<file path="src/rtl/multicycle_pkg.sv">
// Shared types and constants for the multicycle RV32I control unit.
package multicycle_pkg;

  typedef enum logic [2:0] {
    S_IF   = 3'd0,
    S_ID   = 3'd1,
    S_EX   = 3'd2,
    S_MEM  = 3'd3,
    S_WB   = 3'd4,
    S_TRAP = 3'd5
  } state_t;

  localparam logic [6:0] OP_R      = 7'b0110011;
  localparam logic [6:0] OP_IMM    = 7'b0010011;
  localparam logic [6:0] OP_LOAD   = 7'b0000011;
  localparam logic [6:0] OP_STORE  = 7'b0100011;
  localparam logic [6:0] OP_BRANCH = 7'b1100011;

  localparam logic [3:0] ALU_AND = 4'b0000;
  localparam logic [3:0] ALU_OR  = 4'b0001;
  localparam logic [3:0] ALU_ADD = 4'b0010;
  localparam logic [3:0] ALU_SUB = 4'b0110;
  localparam logic [3:0] ALU_SLT = 4'b0111;
  localparam logic [3:0] ALU_SRL = 4'b1000;
  localparam logic [3:0] ALU_SLL = 4'b1001;
  localparam logic [3:0] ALU_XOR = 4'b1010;
  localparam logic [3:0] ALU_SRA = 4'b1100;

  localparam logic [1:0] CAUSE_NONE    = 2'b00;
  localparam logic [1:0] CAUSE_ILLEGAL = 2'b01;
  localparam logic [1:0] CAUSE_TIMEOUT = 2'b10;

endpackage

</file>
<file path="src/rtl/multicycle_alu_dec.sv">
// Combinational instruction decoder: ALU operation plus an illegal flag
// for anything outside the supported RV32I subset.
module multicycle_alu_dec
  import multicycle_pkg::*;
(
  input  logic [6:0] opcode,
  input  logic [2:0] funct3,
  input  logic       funct7_5,
  output logic [3:0] alu_ctrl,
  output logic       illegal
);

  logic r_alt;

  // For OP-IMM bit 30 is an immediate bit except on shifts, so it only
  // disqualifies R-type encodings that have no alternate form.
  assign r_alt = (opcode == OP_R) && funct7_5;

  // Map opcode/funct3/funct7[5] to ALU operation and legality.
  always_comb begin
    alu_ctrl = ALU_ADD;
    illegal  = 1'b0;
    case (opcode)
      OP_R, OP_IMM: begin
        case (funct3)
          3'b000: alu_ctrl = r_alt ? ALU_SUB : ALU_ADD;
          3'b001: begin alu_ctrl = ALU_SLL; illegal = funct7_5; end
          3'b010: begin alu_ctrl = ALU_SLT; illegal = r_alt; end
          3'b100: begin alu_ctrl = ALU_XOR; illegal = r_alt; end
          3'b101: alu_ctrl = funct7_5 ? ALU_SRA : ALU_SRL;
          3'b110: begin alu_ctrl = ALU_OR;  illegal = r_alt; end
          3'b111: begin alu_ctrl = ALU_AND; illegal = r_alt; end
          default: illegal = 1'b1;
        endcase
      end
      OP_LOAD, OP_STORE: begin
        alu_ctrl = ALU_ADD;
        illegal  = (funct3 != 3'b010);
      end
      OP_BRANCH: begin
        alu_ctrl = ALU_SUB;
        illegal  = (funct3[2:1] != 2'b00);
      end
      default: illegal = 1'b1;
    endcase
  end

endmodule

</file>
<file path="src/rtl/multicycle_ctrl.sv">
// Multicycle RV32I control unit: IF/ID/EX/MEM/WB sequencing with memory
// wait states and an illegal-instruction trap.
// Optional MEM timeout trap enabled by defining MULTICYCLE_TIMEOUT_EN.
// Handshakes: a fetch completes on any cycle in IF with imem_ready=1, a data
// access completes on any cycle in MEM with dmem_ready=1; strobes stay high
// through that cycle and readies seen in other states are ignored.
module multicycle_ctrl
  import multicycle_pkg::*;
#(
  parameter int TIMEOUT_CYCLES = 16,
  parameter int RET_W          = 32
) (
  input  logic             clk,
  input  logic             rst,
  input  logic [31:0]      instr,
  input  logic             imem_ready,
  input  logic             dmem_ready,
  input  logic             Zero,
  output logic             imem_req,
  output logic             MemRead,
  output logic             MemWrite,
  output logic             ALUSrc,
  output logic             MemToReg,
  output logic             RegWrite,
  output logic             loadPC,
  output logic             PCSrc,
  output logic [3:0]       ALUCtrl,
  output logic             trap,
  output logic [1:0]       trap_cause,
  output logic [RET_W-1:0] retired,
  output state_t           state
);

  state_t      next_state;
  logic [31:0] ir;
  logic [3:0]  dec_alu;
  logic        dec_illegal;
  logic        is_imm, is_load, is_store, is_branch, uses_imm;
  logic        retire, set_cause, timeout;
  logic [1:0]  next_cause;
  logic        unused_ir_bits;

  multicycle_alu_dec u_dec (
    .opcode   (ir[6:0]),
    .funct3   (ir[14:12]),
    .funct7_5 (ir[30]),
    .alu_ctrl (dec_alu),
    .illegal  (dec_illegal)
  );

  assign is_imm         = (ir[6:0] == OP_IMM);
  assign is_load        = (ir[6:0] == OP_LOAD);
  assign is_store       = (ir[6:0] == OP_STORE);
  assign is_branch      = (ir[6:0] == OP_BRANCH);
  assign uses_imm       = is_imm || is_load || is_store;
  assign trap           = (state == S_TRAP);
  assign unused_ir_bits = ^{ir[31], ir[29:15], ir[11:7]};

`ifdef MULTICYCLE_TIMEOUT_EN
  localparam int CNT_W = $clog2(TIMEOUT_CYCLES + 1);
  logic [CNT_W-1:0] wait_cnt;

  assign timeout = (state == S_MEM) && !dmem_ready &&
                   (wait_cnt == CNT_W'(TIMEOUT_CYCLES - 1));

  // Count MEM cycles without dmem_ready; cleared whenever outside MEM.
  always_ff @(posedge clk or posedge rst) begin
    if (rst)                  wait_cnt <= '0;
    else if (state != S_MEM)  wait_cnt <= '0;
    else if (!dmem_ready)     wait_cnt <= wait_cnt + CNT_W'(1);
  end
`else
  localparam int unused_timeout_cycles = TIMEOUT_CYCLES;
  assign timeout = 1'b0;
`endif

  // State, instruction register, retire counter and trap cause.
  always_ff @(posedge clk or posedge rst) begin
    if (rst) begin
      state      <= S_IF;
      ir         <= '0;
      retired    <= '0;
      trap_cause <= CAUSE_NONE;
    end else begin
      state <= next_state;
      if (state == S_IF && imem_ready) ir <= instr;
      if (retire) retired <= retired + RET_W'(1);
      if (set_cause) trap_cause <= next_cause;
    end
  end

  // Next state and datapath controls decoded from state and ir.
  always_comb begin
    next_state = state;
    imem_req   = 1'b0;
    MemRead    = 1'b0;
    MemWrite   = 1'b0;
    ALUSrc     = 1'b0;
    MemToReg   = 1'b0;
    RegWrite   = 1'b0;
    loadPC     = 1'b0;
    PCSrc      = 1'b0;
    ALUCtrl    = 4'b0000;
    retire     = 1'b0;
    set_cause  = 1'b0;
    next_cause = CAUSE_NONE;
    case (state)
      S_IF: begin
        imem_req = !rst;
        if (imem_ready) next_state = S_ID;
      end
      S_ID: begin
        ALUSrc = uses_imm && !dec_illegal;
        if (dec_illegal) begin
          next_state = S_TRAP;
          set_cause  = 1'b1;
          next_cause = CAUSE_ILLEGAL;
        end else begin
          next_state = S_EX;
        end
      end
      S_EX: begin
        ALUCtrl = dec_alu;
        ALUSrc  = uses_imm;
        if (is_load || is_store) begin
          next_state = S_MEM;
        end else if (is_branch) begin
          loadPC     = 1'b1;
          PCSrc      = ir[12] ? !Zero : Zero;
          retire     = 1'b1;
          next_state = S_IF;
        end else begin
          next_state = S_WB;
        end
      end
      S_MEM: begin
        MemRead  = is_load;
        MemWrite = is_store;
        if (dmem_ready) begin
          if (is_store) begin
            loadPC     = 1'b1;
            retire     = 1'b1;
            next_state = S_IF;
          end else begin
            next_state = S_WB;
          end
        end else if (timeout) begin
          next_state = S_TRAP;
          set_cause  = 1'b1;
          next_cause = CAUSE_TIMEOUT;
        end
      end
      S_WB: begin
        RegWrite   = 1'b1;
        loadPC     = 1'b1;
        MemToReg   = is_load;
        retire     = 1'b1;
        next_state = S_IF;
      end
      S_TRAP: next_state = S_TRAP;
      default: next_state = S_IF;
    endcase
  end

endmodule

</file>
<file path="config.mk">
export PLATFORM = sky130hd
export DESIGN_NAME = multicycle_ctrl
export DESIGN_NICKNAME = d
export VERILOG_FILES = /design/src/rtl/multicycle_pkg.sv /design/src/rtl/multicycle_alu_dec.sv /design/src/rtl/multicycle_ctrl.sv
export SDC_FILE = /design/constraint.sdc
export NUM_CORES = 1
export LEC_CHECK = 0
export ABC_AREA = 1
export BUFFER_PORTS_ARGS = -buffer_cell sky130_fd_sc_hd__buf_2
export CORE_ASPECT_RATIO = 1.4
export CORE_MARGIN = 2
export CORE_UTILIZATION = 52
export DETAILED_ROUTE_END_ITERATION = 12
export MAX_ROUTING_LAYER = met4
export PLACE_DENSITY = 0.82
export SYNTH_ARGS = -nofsm -noshare
export SYNTH_HDL_FRONTEND = slang
export SYNTH_SLANG_ARGS = --single-unit
</file>
<file path="constraint.sdc">
create_clock -name clk -period 2 [get_ports clk]
set_clock_uncertainty 0.05 [all_clocks]
set_input_delay 0.3 -clock clk [delete_from_list [all_inputs] [get_ports clk]]
set_output_delay 0.3 -clock clk [all_outputs]
set_load 0.01 [all_outputs]
</file>
==> flow_metrics.py <==
metrics = {
    "cells_and_area": {
        "drive_above_1_share_pct": 34.2,
        "diodes": 0,
        "area_growth_pct": 25.2,
        "finish.utilization_pct": 67.9,
        "instances_no_fill": 516,
        "final_nets": 488,
    },
    "cts": {
        "numCtsBuffers": 5,
        "hold_buffers": 0,
        "clock-root-buffer": "clkbuf_8",
        "cts_max_path_buffers": 2,
        "clk_pin_slew_ns": 0.08,
        "worstSkewPairLatency_ns": 0.30,
        "clock_sinks": 47,
        "tritoncts": "built",
        "htreeDepth": 2,
    },
    "synthesis": {
        "synth_area_mm2": 0.00282,
        "synth_area_leaders": "dfrtp_1, nand2_1, inv_1",
        "synth-seq-cells": 47,
        "synth_warnings": 0,
        "avgSynthCellArea_um2": 7.76,
        "synthFlopType": "dfrtp_1",
        "ys_seq_area_share_pct": 41.7,
        "synth_cells": 363,
        "synth-edff-count": 0,
        "synth_most_common_cell": "nand2_1",
        "ys_types": 35,
        "synth_top_area_share_pct": 41.7,
        "syn_nets": 401,
        "yosys.area.top_type": "dfrtp_1",
        "async_reset_ff_share_pct": 100,
        "yosys-top-cells-count": "nand2_1, dfrtp_1, inv_1, nor2_1, nor3_1",
    },
    "drt": {
        "vias": 2730,
        "wl_per_cell_um": 13.7,
        "vias_per_cell": 5.29,
        "firstDrtPassIters": 4,
        "ant_nets": 0,
        "dr.first_iter.drc_count": 134,
        "drcViolationCount": 0,
        "routed_wl_um": 7090,
    },
    "timing": {
        "fin_hold_ws_ns": 0.114,
        "period_needed_ns": 2.08,
        "fin_ws_ns": -0.0816,
        "relSlewSlack_pct": 60.0,
        "hold_viol": 0,
        "slew_viol_final": 0,
        "timing.fmax_ghz": 0.480,
        "finalCritPeriodShare_pct": 104,
        "grt_setup_unrepaired": "yes",
        "finalSetupViolations": 3,
        "worst_slew_pin_slew_ns": 0.600,
    },
    "global_routing": {
        "grt-ovfl-total": 0,
        "grt_pass1_wl_um": 11700,
        "grt_max_degree": 48,
        "antenna_found_initial": 0,
        "grt_pass1_vias": 2674,
        "grt_util_all_layers_pct": 25.5,
    },
    "setup_path": {
        "r2r_slack_ns": 0.16,
        "r2r-start": "ir[3]$_DFFE_PP0P_",
        "cp.required_ns": 1.65,
        "reg2reg_to": "retired[10]$_DFFE_PP0P_",
        "start_kind": "flop",
        "worst_setup_path_end_kind": "output pin",
        "critical_path.slowest_cell": "dfrtp_1",
        "cp_slowest_stage_delay_ns": 0.40,
        "crit_chain": "nor2_2 > nand2_4 > nor3_4 > inv_2 > nor2_2 > inv_1 > a211oi_2 > buf_2",
        "cp.arrival_ns": 1.73,
        "crit_top_cell": "nor2_2",
        "worst-r2r-cell-count": 10,
        "critPathMaxFanout": 4,
        "critical_path_class": "flop to output pin",
    },
    "placement": {
        "gp_congestion": 0.922,
        "dp.cells": 490,
        "pre_cts_ws_ns": 0.138,
        "post-dp-hpwl_um": 4880,
        "portBuffers": 64,
    },
    "die": {
        "die_area_mm2": 0.00603,
        "die_h_um": 91.1,
        "core_mm2": 0.00520,
        "fp.dieW_um": 66.2,
        "pin_count": 87,
        "core.rowCount": 31,
        "initial_core_util_pct": 54.2,
    },
    "hold_path": {
        "hold_path_class": "input pin to async pin",
    },
    "power": {
        "irDropWorstVdd_uv": 789,
        "p_leak_nw": 1.81,
        "p_per_area_mw_per_mm2": 969,
    },
    "outcome": {
        "violations": "negative setup slack",
        "status": "finished, violations left",
    },
    "job": {
        "maxCapViolCount": 0,
    },
}
[how the worst max path moves through the flow]
stage,depth (start not counted),to,slack (ns),from
finish,8,ALUCtrl[0],-0.08,ir[3]$_DFFE_PP0P_
global route,8,ALUCtrl[0],-0.14,ir[3]$_DFFE_PP0P_
detailed placement,10,retired[18]$_DFFE_PP0P_,0.14,state[2]$_DFFE_PP0P_
CTS,7,loadPC,-0.009,ir[6]$_DFFE_PP0P_
global placement,8,loadPC,0.19,state[2]$_DFFE_PP0P_
floorplan,8,retired[22]$_DFFE_PP0P_,0.29,retired[0]$_DFFE_PP0P_
[through the flow]
stage                     power, mW  cell area, um^2  setup TNS, ns
after floorplan                2.19             2820              0
after global placement         2.43             3200              0
after detailed placement       2.49             3200              0
after CTS                      3.23             3380       -0.00928
after global routing           3.64             3530         -0.546
final                          3.42             3530         -0.216
[kinds of logic after synthesis]
family                   count (synthesis)  share of synthesized area (%)
buffers and inverters                   54                           7.95
AO/OA/AOI/OAI                           24                           4.75
other                                    1                          0.133
adder cells (fa/ha/maj)                  1                          0.444
flip-flops                              47                           41.7
XOR/XNOR                                31                           9.90
multiplexers                             5                           2.00
AND/OR/NAND/NOR                        200                           33.1
[registers in the layout, summed over array words and instances, names as in the netlist]
name        cells
retired        32
ir             11
state           3
trap_cause      1
[metal layers]
metal  part of all wire [%]  vias up  track usage (%)  wire [um]
met3                    5.7       23             4.83        403
li1                       -     1319                -          -
met5                      0        -                -          0
met4                    3.4        0             10.4        240
met2                     52       97             44.7       3670
met1                     39     1291             27.5       2780
[repair_timing]
action | 4_1_cts | 5_1_grt
cloned | 1 | 0
endpoints found under the setup margin | 5 | 28
buffers inserted | 8 | 10
pin swaps | 3 | 11
gates resized for setup | 9 | 23
[worst max-delay path: cells and delay by family, from the launching register on]
family / cells / cell delay (ns)
buffers and inverters: 3 / 0.32
AND/OR/NAND/NOR: 4 / 0.57
flip-flops: 1 / 0.40
AO/OA/AOI/OAI: 1 / 0.14
[layout make-up]
cell class | count | area, um^2
well taps | 66 | 82.6
multi-input cells | 263 | 1510
inverters | 48 | 180
clock buffers | 6 | 82.6
repair buffers | 85 | 490
clock inverters | 1 | 5.00
flip-flops and latches | 47 | 1180
fillers | 424 | 1670
[cells in the final DEF (no fill, tap or decap), types with 2 or more instances in the layout]
master	instances
nor2_1	30
inv_2	11
nand3_1	15
nand2_1	87
a21oi_1	10
buf_4	20
xor2_1	16
buf_2	64
nand2_2	11
o21ai_0	7
nand3b_1	2
nor3_2	2
nor2_2	10
inv_1	37
nor2_4	5
nand2_4	3
nand3_2	4
o211ai_1	2
clkbuf_8	6
dfrtp_2	4
nand4_1	6
dfrtp_1	43
mux2_2	5
xnor2_1	14
nor3_1	18
and3_1	3
or2_2	2
[where the power goes]
| part | internal, mW | switching, mW | leakage (nW) | total, mW |
|---|---|---|---|---|
| sequential | 1.16 | 0.235 | 0.549 | 1.39 |
| combinational | 0.595 | 0.852 | 1.22 | 1.45 |
| clock | 0.272 | 0.308 | 0.0470 | 0.580 |
| total | 2.02 | 1.40 | 1.81 | 3.42 |
(Power assumes the default switching activity.)
